## config.mk

```make
export PLATFORM = sky130hd
export DESIGN_NAME = ped_countdown_timer
export DESIGN_NICKNAME = d
export VERILOG_FILES = /design/src/rtl/ped_countdown_timer.sv
export SDC_FILE = /design/constraint.sdc
export NUM_CORES = 1
export LEC_CHECK = 0
export BUFFER_PORTS_ARGS = -buffer_cell sky130_fd_sc_hd__buf_2
export CAP_MARGIN = 5
export CELL_PAD_IN_SITES_DETAIL_PLACEMENT = 1
export CELL_PAD_IN_SITES_GLOBAL_PLACEMENT = 1
export CORE_MARGIN = 8
export CORE_UTILIZATION = 36
export CTS_BUF_LIST = sky130_fd_sc_hd__clkbuf_2 sky130_fd_sc_hd__clkbuf_4 sky130_fd_sc_hd__clkbuf_8
export CTS_CLUSTER_SIZE = 30
export DETAILED_ROUTE_END_ITERATION = 7
export PLACE_DENSITY = 0.87
export SLEW_MARGIN = 30
export SYNTH_ARGS = -nofsm -noshare
export SYNTH_HDL_FRONTEND = slang
export SYNTH_SLANG_ARGS = --single-unit
```

## constraint.sdc

```tcl
create_clock -name clk -period 8.6 [get_ports clk]
set_input_delay 2.15 -clock clk [delete_from_list [all_inputs] [get_ports clk]]
set_output_delay 2.15 -clock clk [all_outputs]
set_load 0.02 [all_outputs]
```

## src/rtl/ped_countdown_timer.sv

```systemverilog
// Pedestrian-crossing countdown controller: steady walk, displayed BCD countdown
// with a flashing walk lamp, clearance hold, then a one-cycle done pulse.
module ped_countdown_timer #(
  parameter int CNT_W     = 5,
  parameter int WALK_SEC  = 3,
  parameter int COUNT_SEC = 23,
  parameter int FLASH_SEC = 5,
  parameter int CLEAR_SEC = 3
) (
  input  logic             clk,
  input  logic             rst,
  input  logic             tick,
  input  logic             start,
  input  logic             light_out,
  output logic [CNT_W-1:0] ped_signal_time,
  output logic [3:0]       bcd_tens,
  output logic [3:0]       bcd_ones,
  output logic [1:0]       leading_zero,
  output logic             walk_lamp,
  output logic             stop_lamp,
  output logic             busy,
  output logic             done
);

  typedef enum logic [1:0] {
    S_IDLE  = 2'd0,
    S_WALK  = 2'd1,
    S_COUNT = 2'd2,
    S_CLEAR = 2'd3
  } state_t;

  localparam logic [CNT_W-1:0] WALK_T  = CNT_W'(WALK_SEC);
  localparam logic [CNT_W-1:0] COUNT_T = CNT_W'(COUNT_SEC);
  localparam logic [CNT_W-1:0] CLEAR_T = CNT_W'(CLEAR_SEC);
  localparam logic [CNT_W-1:0] FLASH_T = CNT_W'(FLASH_SEC);
  localparam logic [CNT_W-1:0] ONE_T   = CNT_W'(1);
  localparam int               EXT_W   = (CNT_W > 7) ? CNT_W : 7;

  state_t           state_q, state_d;
  logic [CNT_W-1:0] timer_q, timer_d;
  logic             done_q, done_d;

  logic             walk_raw, stop_raw;
  logic [EXT_W-1:0] disp_ext;
  logic [7:0]       bcd_pair;

  // Display values never exceed 99, so a 7-bit constant divide is enough.
  function automatic logic [7:0] bcd_split(input logic [6:0] v);
    logic [6:0] t;
    t = v / 7'd10;
    return {t[3:0], 4'(v - t * 7'd10)};
  endfunction

  always_ff @(posedge clk or posedge rst) begin
    if (rst) begin
      state_q <= S_IDLE;
      timer_q <= '0;
      done_q  <= 1'b0;
    end else begin
      state_q <= state_d;
      timer_q <= timer_d;
      done_q  <= done_d;
    end
  end

  always_comb begin
    state_d = state_q;
    timer_d = timer_q;
    done_d  = 1'b0;
    if (light_out) begin
      state_d = S_IDLE;
      timer_d = '0;
    end else begin
      unique case (state_q)
        S_IDLE: begin
          if (start) begin
            state_d = S_WALK;
            timer_d = WALK_T;
          end
        end
        S_WALK: begin
          if (tick) begin
            if (timer_q == ONE_T) begin
              state_d = S_COUNT;
              timer_d = COUNT_T;
            end else begin
              timer_d = timer_q - ONE_T;
            end
          end
        end
        S_COUNT: begin
          if (tick) begin
            if (timer_q == ONE_T) begin
              state_d = S_CLEAR;
              timer_d = CLEAR_T;
            end else begin
              timer_d = timer_q - ONE_T;
            end
          end
        end
        S_CLEAR: begin
          if (tick) begin
            if (timer_q == ONE_T) begin
              state_d = S_IDLE;
              timer_d = '0;
              done_d  = 1'b1;
            end else begin
              timer_d = timer_q - ONE_T;
            end
          end
        end
        default: begin
          state_d = S_IDLE;
          timer_d = '0;
        end
      endcase
    end
  end

  // Moore decode; light_out only gates the lamps combinationally.
  always_comb begin
    ped_signal_time = '0;
    walk_raw        = 1'b0;
    stop_raw        = 1'b0;
    unique case (state_q)
      S_IDLE:  stop_raw = 1'b1;
      S_WALK:  walk_raw = 1'b1;
      S_COUNT: begin
        ped_signal_time = timer_q;
        walk_raw        = (timer_q > FLASH_T) | timer_q[0];
      end
      S_CLEAR: stop_raw = 1'b1;
      default: stop_raw = 1'b1;
    endcase
  end

  assign disp_ext     = EXT_W'(ped_signal_time);
  assign bcd_pair     = bcd_split(disp_ext[6:0]);
  assign bcd_tens     = bcd_pair[7:4];
  assign bcd_ones     = bcd_pair[3:0];
  assign leading_zero = (state_q == S_COUNT) ? {(bcd_tens == 4'd0), 1'b0} : 2'b11;
  assign walk_lamp    = walk_raw & ~light_out;
  assign stop_lamp    = stop_raw & ~light_out;
  assign busy         = (state_q != S_IDLE);
  assign done         = done_q;

endmodule

```

# Word-level counts from Yosys, hierarchy flattened
# Index checks and enable logic that the tools add are counted.
[classes]
mux = 26
order_cmp = 1
bitwise = 4
n_addsub = 2
eq_ne = 11
reduce_logical = 6
div_mod_pow = 1
mul = 1
[op_table]
columns = ["op", "n"]
rows = [
  ["$mux W5", 9],
  ["$ne A3 B3 Y1 const B", 7],
  ["$pmux W5 S4", 1],
  ["$mux W2", 9],
  ["$pmux W2 S4", 1],
  ["$div A5 B4 Y7 const B", 1],
  ["$mul A7 B3 Y3 const B", 1],
  ["$reduce_and A7 Y1", 1],
  ["$eq A5 B1 Y1 const B", 1],
  ["$gt A5 B3 Y1 const B", 1],
  ["$mux W1", 5],
  ["$sub A5 B1 Y5 const B", 1],
  ["$eq A2 B2 Y1 const B", 2],
  ["$logic_not A4 Y1", 1],
  ["$reduce_and A4 Y1", 1],
  ["$sub A4 B4 Y4", 1],
  ["$and A1 B1 Y1", 2],
  ["$eq A2 B1 Y1 const B", 1],
  ["$logic_not A2 Y1", 1],
  ["$pmux W1 S2", 1],
  ["$reduce_bool A2 Y1", 1],
  ["$reduce_or A2 Y1", 1],
  ["$not A1 Y1", 1],
  ["$or A1 B1 Y1", 1],
]
[totals]
output_inout_bits = 19
wordCells = 55
inputBits = 5
ff_bits = 8

# Longest topological paths before layout
[logic_depth]
word_depth = 5
ltp_mapped = 16
ltp_nobuf = 14

# Least setup slack after synthesis
# OpenSTA, ideal clock, no wires.
[synth_path]
path_type = "reg-to-output"
start = "reg state_q[0]"
end = "out bcd_ones[3]"
n_path_buf = 2
path_stages_with_launch = 16
slack_ps = 3319
arrival_time_ps = 3131
required_ps = 6450
cell_sequence = "dfrtp_1 > inv_1 > ha_1 > buf_6 > and2_2 > ha_1 > buf_6 > mux2_2 > a32oi_1 > o211ai_2 > ha_1 > inv_1 > ha_1 > o21ai_0 > o31ai_1 > xor2_1"
[synth_between]
elab_chain_len = 5
[synth_lines]
columns = ["item", "line_no", "text"]
rows = [
  ["from (decl)", "39", "state_t state_q, state_d;"],
  ["from (signal assigned)", "60", "state_q <= state_d;"],
  ["$eq A2 B2 Y1", "125", "unique case (state_q)"],
  ["$mux W5", "125", ""],
  ["named net ped_signal_time[4]", "15", "output logic [CNT_W-1:0] ped_signal_time,"],
  ["$div A5 B4 Y7", "50", "t = v / 7'd10;"],
  ["named net bcd_tens[0]", "16", "output logic [3:0] bcd_tens,"],
  ["$mul A7 B3 Y3", "51", "return {t[3:0], 4'(v - t * 7'd10)};"],
  ["$sub A4 B4 Y4", "51", ""],
  ["to (decl)", "17", "output logic [3:0] bcd_ones,"],
]
# The timed path passes the listed nets, and every way through them passes these cells.

# Worst setup path in the final report
[layout_path]
start = "reg state_q[0]"
end = "out bcd_ones[3]"
[layout_between]
elab_chain_len = 5
[layout_lines]
columns = ["item", "line_no"]
rows = [
  ["$eq A2 B2 Y1 (*)", "125"],
  ["$mux W5 (*)", "125"],
  ["$div A5 B4 Y7", "50"],
  ["$mul A7 B3 Y3", "51"],
  ["$sub A4 B4 Y4 (*)", "51"],
]
# Every way passes the cells marked *; elsewhere a longest branch is shown, timed or not.

==> qor.yml <==
logic_synthesis:
  yosysWarnings: 0
  synth_area_um2: 931
  synth-edff-count: 0
  syn_avg_cell_area_um2: 8.31
  seq_area_frac_synth: 0.215
  ys_types: 40
  netlist_instances: 112
  synth_ff_type: "dfrtp_1"
  async_flop_share: 1.00
  ys_ff_latch: 8
floorplan:
  die_w_um: 66.9
  fp.dieH_um: 66.9
  dieArea_um2: 4470
  core.rowCount: 18
  coreArea_um2: 2450
  ios: 24
  start_util: 0.379
power:
  vdd_drop_max_uv: 172
  seqPwrFrac: 0.246
  power.switching_w: 0.000171
  power_w: 0.000321
  p_leak_nw: 0.522
  p_clk_frac: 0.085
  p_per_area_nw_per_um2: 316
  intPower_w: 0.000150
  p_sw_frac: 0.532
  combPwrFrac: 0.669
clock_network:
  cts_made_buffers: 3
  clkLatencyLatePin_ns: 0.25
  cts_resized: 0
  clock_sinks: 8
  clk_path_buf_depth: 2
  h-tree-depth: 1
  cts_root_buffer: "clkbuf_4"
  post_cts_buffers: 0
  hold_buffers: 0
  cts_tree: "done"
  clk_pin_slew_ns: 0.05
global_route:
  globalRouteTotalUtil: 0.125
  grt.overflow.total: 0
  grt_pass1_vias: 987
  use_met1: 0.122
  met2_usage: 0.252
  grt_antenna_before_repair: 0
  grt_busiest_layer: "met2"
  grtUsageMet3: 0.0268
  grt_pass1_wl_um: 4490
  grt_max_degree: 15
timing:
  worst_pin_slew_ns: 0.614
  fmax_mhz: 171
  maxSlewViolCount: 0
  fin_crit_ns: 5.85
  hold_viol: 0
  finClkSkew_ns: 0.00134
  setup_viol: 0
  setup_tns_ns: 0
  relSlewSlack: 0.591
  final.period_utilization: 0.680
  finalWorstSetupSlack_ns: 2.75
  rsz0062_at_grt: "no"
critical_path:
  crit_path_max_incr_delay_ns: 0.47
  crit_chain: "inv_1, ha_1, o21ai_0, inv_1, ha_1, mux2_2, a32oi_1, o211ai_2, ha_1, inv_1, ha_1, o21ai_0, o31ai_1, xor2_1, buf_2"
  critPathCaptureType: "output pin"
  path_delay_family: "adder cells"
  critical_path.max_fanout: 14
  path_buf_inv: 4
  cpMaxStageDelayCell: "ha_1"
  cp-start-kind: "register"
  crit_arrival_ns: 3.70
  cp_common_cell: "ha_1"
  crit_type: "register to output pin"
  required_ns: 6.45
finish:
  drive_gt1_frac: 0.266
  stdcell_area_um2: 1020
  final_core_util: 0.414
  area_growth_pct: 9.27
  antennaDiodeCount: 0
  fin_nets: 145
drt:
  vias: 893
  wirelength_um: 2590
  wl_per_cell_um: 16.4
  vias_per_cell: 5.65
  ant_nets: 0
  drtIter0Drc: 16
  drc: 0
  first_pass_iters: 2
run_status:
  outcome: "completed"
place:
  port-buffer-count: 21
  dp_slack_ns: 3.00
  dp_hpwl_um: 2060
  gp_congestion: 0.784
  placement.cell_area_um2: 995
worst_hold_path:
  hp-class: "register to register"
job:
  maxCapViolations: 0
==> path summary, 6_finish.rpt <==
kind                       cells past startpoint                      to  slack, ns                   start
min in group asynchronous                      2  state_q[0]$_DFFE_PP0P_       1.84                     rst
max                                           15             bcd_ones[3]       2.75  state_q[0]$_DFFE_PP0P_
min                                            2  state_q[1]$_DFFE_PP0P_       0.61  state_q[1]$_DFFE_PP0P_
max in group asynchronous                      2  timer_q[1]$_DFFE_PP0P_       6.53                     rst
max reg2reg                                    6  timer_q[0]$_DFFE_PP0P_       6.30  state_q[0]$_DFFE_PP0P_
min reg2reg                                    2  state_q[1]$_DFFE_PP0P_       0.61  state_q[1]$_DFFE_PP0P_
==> synthesized netlist by cell type (2+ instances only) <==
cell       n  area, um^2
buf_6      5        56.3
nor2_1     8        30.0
ha_1      10         125
nor4_1     4        25.0
nor3_1     5        25.0
o21ai_0    7        35.0
inv_1     13        48.8
nand2_1    8        30.0
o31ai_1    2        15.0
a211oi_1   4        30.0
o22a_1     4        35.0
a21oi_1    5        25.0
buf_4      3        22.5
dfrtp_1    8         200
==> worst register-to-register path: cells and delay by family (launching register included) <==
kind	cells	cell delay [ns]
buffers and inverters	1	0.12
AND/OR/NAND/NOR	1	0.19
adder cells (fa/ha/maj)	1	0.47
AO/OA/AOI/OAI	3	0.98
flip-flops	1	0.41
==> per-stage QoR <==
stage | hold WS [ns] | instances
global placement | 0.589 | 155
global route | 0.676 | 158
detailed placement | 0.612 | 155
finish | 0.614 | 158
floorplan | 0.560 | 113
CTS | 0.622 | 158
==> cells by family after synthesis <==
logic type      after synthesis  share of synthesized area
simple gates                 37                      0.230
compound gates               32                      0.254
buf+inv                      22                      0.141
fa+ha+maj                    10                      0.134
flops                         8                      0.215
other cells                   1                    0.00403
xor+xnor                      1                    0.00941
mux                           1                     0.0121
==> power groups by stage <==
stage	Sequential, W	Clock [W]	Combinational [W]
3_5_place_dp	0.0000796	0	0.000216
3_3_place_gp	0.0000779	0	0.000207
5_1_grt	0.0000826	0.0000302	0.000241
6_report	0.0000790	0.0000274	0.000215
2_1_floorplan	0.0000643	0	0.000182
4_1_cts	0.0000791	0.0000288	0.000217
==> final cells by class <==
| type | instances | area (um^2) |
|---|---|---|
| inverter | 13 | 48.8 |
| sequential | 8 | 200 |
| clock buffer | 3 | 22.5 |
| tap | 30 | 37.5 |
| timing repair buffer | 21 | 105 |
| fill | 321 | 1440 |
| multi-input combinational | 83 | 603 |
==> layout by cell type, fill, tap and decap left out, types with 2 or more instances in the layout <==
cell / instances
o21ai_0: 7
clkbuf_4: 3
a211oi_1: 4
dfrtp_1: 8
buf_2: 21
a21oi_1: 5
nor3_1: 5
conb_1: 2
ha_1: 10
nor2_1: 8
nor4_1: 4
inv_1: 13
o22a_1: 4
o31ai_1: 2
nand2_1: 8
==> state kept, by name, indices dropped and copies added, names as in the netlist <==
name     cells
state_q      2
done         1
timer_q      5
==> per-layer routing <==
layer,wire [um],share of wire
met1,1060,0.41
met2,1370,0.53
met3,134,0.052
met4,34,0.013
met5,0,0
No activity file was read; power rests on OpenSTA's default activity.
